==> config.mk <==
export PLATFORM = sky130hd
export DESIGN_NAME = i2s_transmitter
export DESIGN_NICKNAME = d
export VERILOG_FILES = /design/src/rtl/i2s_transmitter.sv
export SDC_FILE = /design/constraint.sdc
export NUM_CORES = 1
export LEC_CHECK = 0
export CAP_MARGIN = 20
export CORE_ASPECT_RATIO = 0.8
export CORE_MARGIN = 10
export CORE_UTILIZATION = 40
export CTS_CLUSTER_DIAMETER = 120
export DETAILED_ROUTE_END_ITERATION = 10
export PLACE_DENSITY_LB_ADDON = 0.12
export SLEW_MARGIN = 20
export SYNTH_ARGS = -nofsm -noshare
export SYNTH_HDL_FRONTEND = slang
export SYNTH_SLANG_ARGS = --single-unit
==> constraint.sdc <==
create_clock -name clk -period 4.8 [get_ports clk]
set_clock_uncertainty 0.05 [all_clocks]
set_input_delay 0.48 -clock clk [delete_from_list [all_inputs] [get_ports clk]]
set_output_delay 0.48 -clock clk [all_outputs]
set_load 0.02 [all_outputs]
==> src/rtl/i2s_transmitter.sv <==
// rtl/i2s_transmitter.sv - I2S DAC output stage with double-buffered mono sample path
module i2s_transmitter #(
    parameter int IN_WIDTH = 11,
    parameter int DIV_LOG2 = 1
) (
    input  logic                clk,
    input  logic                rst,
    input  logic [IN_WIDTH-1:0] sample,
    input  logic                sample_valid,
    output logic                sample_ready,
    output logic                mclk,
    output logic                sclk,
    output logic                lrck,
    output logic                sdata,
    output logic                underrun
);

    localparam int CW = DIV_LOG2 + 9;

    logic [CW-1:0] cnt;
    logic [23:0]   holding;
    logic [23:0]   frame_reg;
    logic [23:0]   conv;
    logic          holding_full;
    logic          full_next;
    logic          accept;
    logic          latch;
    logic          shift;
    logic [4:0]    p_next;
    logic [4:0]    bit_idx;
    logic          next_bit;

    assign mclk = cnt[DIV_LOG2];
    assign sclk = cnt[DIV_LOG2+2];
    assign lrck = cnt[DIV_LOG2+8];

    // Flipping the MSB turns offset-binary into two's complement; left-justify into 24 bits.
    always_comb begin
        conv = '0;
        conv[23 -: IN_WIDTH] = sample ^ {1'b1, {(IN_WIDTH-1){1'b0}}};
    end

    assign accept = sample_valid && sample_ready;
    assign latch  = &cnt;
    assign shift  = &cnt[DIV_LOG2+2:0];

    // Bit for the slot position that begins on the next SCLK falling edge.
    assign p_next   = cnt[DIV_LOG2+7:DIV_LOG2+3] + 5'd1;
    assign bit_idx  = 5'd24 - p_next;
    assign next_bit = (p_next >= 5'd1 && p_next <= 5'd24) ? frame_reg[bit_idx] : 1'b0;

    always_comb begin
        full_next = holding_full;
        if (latch && holding_full)
            full_next = 1'b0;
        if (accept)
            full_next = 1'b1;
    end

    always_ff @(posedge clk) begin
        if (rst) begin
            cnt          <= '0;
            holding      <= '0;
            holding_full <= 1'b0;
            frame_reg    <= '0;
            sample_ready <= 1'b0;
            underrun     <= 1'b0;
            sdata        <= 1'b0;
        end else begin
            cnt          <= cnt + 1'b1;
            underrun     <= latch && !holding_full;
            holding_full <= full_next;
            sample_ready <= !full_next;
            if (latch && holding_full)
                frame_reg <= holding;
            if (accept)
                holding <= conv;
            if (shift)
                sdata <= next_bit;
        end
    end

endmodule

# After elaboration in Yosys (flattened, before gate mapping)
# Index checks and enable logic that the tools add are counted.
[classes]
magnitude_cmp = 3
mul = 0
reduce_logical = 8
n_shift = 0
n_eq_ne = 0
muxes = 5
bitwise_logic = 1
n_div = 0
n_addsub = 3
[op_table]
columns = ["op", "count"]
rows = [
  ["$add 10x1->10 const B", 1],
  ["$reduce_and 10->1", 1],
  ["$lt 5x6->1 const B", 1],
  ["$add 5x1->5 const B", 1],
  ["$bmux 1 s5", 1],
  ["$ge 5x1->1 const B", 1],
  ["$le 5x5->1 const B", 1],
  ["$sub 5x5->5 const A", 1],
  ["$logic_and 1x1->1", 4],
  ["$mux 1", 4],
  ["$reduce_and 4->1", 1],
  ["$logic_not 1->1", 2],
  ["$not 1->1", 1],
]
[word_totals]
inputBits = 14
latch_bits = 0
regBits = 36
ram_bits = 0
rom_bits = 0
elab_cells = 27
n_memories = 0
out_inout_bits = 6

# Depth between registers and ports, before layout
[logic_depth]
word_depth = 5
depth_mapped = 9
depth_no_buf = 7

# Least setup slack after synthesis
# OpenSTA, ideal clock, no wires.
[synth_timing]
kind = "register to register"
from = "reg cnt[4]"
to = "reg sdata"
period_less_slack_ns = 1.975
setup_ns = 0.131
arrival_time_ns = 1.794
path_stages_with_launch = 10
path_slack_ns = 2.825
required_time_ns = 4.619
path_buffers = 2
cell_sequence = "dfxtp_1 > buf_6 > inv_2 > ha_1 > buf_6 > nand4bb_1 > a211o_1 > nand4_2 > mux2i_1 > o41ai_2"
[synth_via]
elab_chain_len = 5
word_cells_on_any_way = 8
cone_classes = "add/sub (2); order compare (2); mux (3); reduce/logical (1)"
[synth_lines]
columns = ["item", "line_no", "text"]
rows = [
  ["from (decl)", "20", "logic [CW-1:0] cnt;"],
  ["from (signal assigned)", "70", "cnt <= cnt + 1'b1;"],
  ["$add 5x1->5 *", "48", "assign p_next = cnt[DIV_LOG2+7:DIV_LOG2+3] + 5'd1;"],
  ["$sub 5x5->5", "49", "assign bit_idx = 5'd24 - p_next;"],
  ["$bmux 1 s5", "50", "assign next_bit = (p_next >= 5'd1 && p_next <= 5'd24) ? frame_reg[bit_idx] : 1'b0;"],
  ["$mux 1 (not written as such)", "50", ""],
  ["$mux 1 *", "50", ""],
  ["to (signal assigned)", "79", "sdata <= next_bit;"],
  ["to (decl)", "14", "output logic sdata,"],
]
# Every way passes the cells marked *; elsewhere a longest branch is shown, timed or not. The select of a mux whose other input is x is not followed.
# A chain may end at the register's enable or synchronous reset.

# Worst setup path in the final report
[layout_timing]
from = "reg cnt[4]"
to = "reg frame_reg[19]"
[layout_via]
elab_chain_len = 2
[layout_lines]
columns = ["item", "line_no", "text"]
rows = [
  ["$reduce_and 10->1", "44", "assign latch = &cnt;"],
  ["$logic_and 1x1->1", "74", "if (latch && holding_full)"],
  ["to (signal assigned)", "75", "frame_reg <= holding;"],
  ["to (decl)", "22", "logic [23:0] frame_reg;"],
]
# No other way between the ends.

==> summary.txt <==
Timing
  • Max Slew Vio Count: 0
  • Hold Fails Final Rpt: 0
  • Final worst-path cycle share: 53.4%
  • Final TNS setup: 0 ps
  • Unrepaired setup endpoints after global routing: no
  • # setup viols final: 0
  • Slew @ Worst Pin: 791 ps
  • Slew Limit Headroom: 47.1%
  • Fmax: 0.390 GHz
  • Crit path time final: 2560 ps

Cells and area
  • Final non-filler cell total: 248
  • Area growth syn-to-layout: 15.0%
  • Commonest non-fill, non-tap cell in the layout: dfxtp_1
  • Most frequent cells in the layout: 36 x dfxtp_1, 25 x nor2_1, 22 x nand2_1
  • Post-route core utilization: 49.0%
  • Diode count: 0
  • Layout cells sized above 1: 9.33%
  • Nets: 210

Place
  • Port Buffers: 19
  • Final GP Congestion: 0.742
  • Dpl cells: 241
  • Hpwl dp: 2340 um

Detailed routing
  • Highest Signal Layer: met4
  • Drt pass-1 iters: 4
  • Remaining antenna violation count: 0
  • Via count: 1224
  • DRT met1 WL: 1510 um
  • WL met2: 1480 um
  • Drt drc: 0
  • DRT iter0 DRCs: 54
  • Post-DR wirelength/cell: 12.9 um
  • Metal3 WL: 146 um
  • Via density: 4.94
  • Routed WL: 3200 um

Floorplan
  • Total core area: 3900 um2
  • Initial Util: 42.6%
  • Row count: 20
  • Die Span X: 92.1 um
  • I/O pin count: 20
  • Die Y: 77.7 um
  • Die ar.: 7160 um2

Hold path
  • Min-Delay Path Depth: 1
  • Hold crit path type: flop to flop

Global routing
  • Largest net degree at the start of global routing: 38
  • Global-route wire length before repair: 5570 um
  • Congestion Overflow GR: 0
  • Vias in the first global route: 1220
  • Total GRT Usage: 9.47%
  • Initial antenna violation count: 0

Clocking
  • Clk root buf: clkbuf_8
  • Post-CTS Hold Buffers: 0
  • TritonCTS Buffers: 5
  • Clock Latency Late Sink: 280 ps
  • Worst-path clk slew: 70 ps
  • Setup bufs post-CTS: 0
  • Post-CTS Resized: 0
  • H-Tree Depth: 2
  • Clock Sinks: 36
  • Clk buf depth: 2
  • CTS tree: done

Synth
  • Cells after Synth: 179
  • Syn Nets: 196
  • Cell Area, Synth: 1660 um2
  • Ys Warns: 0
  • Async set-or-reset flop fraction in the synthesized netlist: 0%
  • EDFF count, synth: 0
  • FF+latch count, synth: 36
  • Post-synth top flop: dfxtp_1
  • Seq/Total Area, Yosys: 43.3%
  • Synth top area share: 43.3%
  • Post-synth top area cell: dfxtp_1
  • Synth unique cells: 40
  • Avg Synthesized Cell Area: 9.30 um2
  • Largest cells by area after synthesis: dfxtp_1 43%, mux2i_1 7.8%, nor2_1 5.6%

Power
  • P_leak: 0.721 nW
  • Power per cell area: 286 nW/um2
  • Total chip power: 0.547 mW
  • VDD IR-drop max: 169 uV

Worst setup path
  • Crit. End Element: flop
  • Crit path kind: flop to flop
  • Worst-path maximum fanout: 11
  • Worst Path Arrival: 2670 ps
  • Worst EP required: 4910 ps
  • Reg2reg path depth: 6
  • Setup crit start kind: flop

Run
  • Total of max-cap violations: 0

Status
  • Outcome: finished clean
[path summary, 6_finish.rpt]
kind                                      end  slack [ps]          from
worst max-delay path            frame_reg[19]        2240        cnt[4]
worst min-delay path                 underrun         410  holding_full
worst max register to register  frame_reg[19]        2240        cnt[4]
worst min register to register       underrun         410  holding_full
[synthesized netlist by cell type, types with 2 or more instances]
cell type  count
dfxtp_1       36
nor2_1        25
nand2_1       22
mux2i_1       13
a21oi_1       12
xnor2_1        8
buf_6          5
clkbuf_1       5
nand3_1        5
nand4_1        4
xor2_1         4
ha_1           3
buf_4          2
inv_1          2
mux2_2         2
mux4_2         2
nand2b_1       2
nand3_2        2
nor2b_1        2
nor3_1         2
or3_1          2
[stage by stage]
stage / setup WS (ps) / instance area, um2 / hold slack, ps
after floorplan: 2830 / 1660 / 373
after global placement: 2460 / 1840 / 395
after detailed placement: 2230 / 1840 / 403
after CTS: 2230 / 1910 / 412
after global routing: 1940 / 1910 / 427
final: 2240 / 1910 / 408
[cell families after synthesis]
| family | Yosys count | synth area share, % |
|---|---|---|
| muxes | 17 | 11.9 |
| xor gates and xnor gates | 12 | 6.32 |
| adders and majority gates | 3 | 2.26 |
| buffers and inverters | 16 | 6.39 |
| DFF | 36 | 43.3 |
| and+or+nand+nor | 74 | 21.6 |
| AOI/OAI and AO/OA | 21 | 8.27 |
[cell type report]
| cell class | instances | area (um2) |
|---|---|---|
| fillers | 383 | 1990 |
| multi-input cells | 127 | 837 |
| flip-flops and latches | 36 | 721 |
| repair buffers | 20 | 198 |
| clock buffers | 6 | 72.6 |
| well taps | 55 | 68.8 |
| inverters | 3 | 11.3 |
| clock inverters | 1 | 5.00 |
[routing by layer]
| metal | track usage [%] | up-vias |
|---|---|---|
| met1 | 11.4 | 560 |
| met5 | 0 | - |
| met4 | 5.08 | 0 |
| met3 | 3.65 | 7 |
| li1 | - | 638 |
| met2 | 14.2 | 19 |
[critical path: stages, from the launching register on]
cell,delay [ps]
dfxtp_1,540
ha_1,430
nand3_2,140
nor2_2,180
nand4_1,650
mux2i_1,370
nor2_1,80
[power breakdown]
group | switching [mW] | internal (mW) | total, mW | leakage (nW)
combinational | 0.0169 | 0.0190 | 0.0359 | 0.388
sequential | 0.00567 | 0.307 | 0.313 | 0.292
clock | 0.0997 | 0.0985 | 0.198 | 0.0410
(Power assumes the default switching activity.)
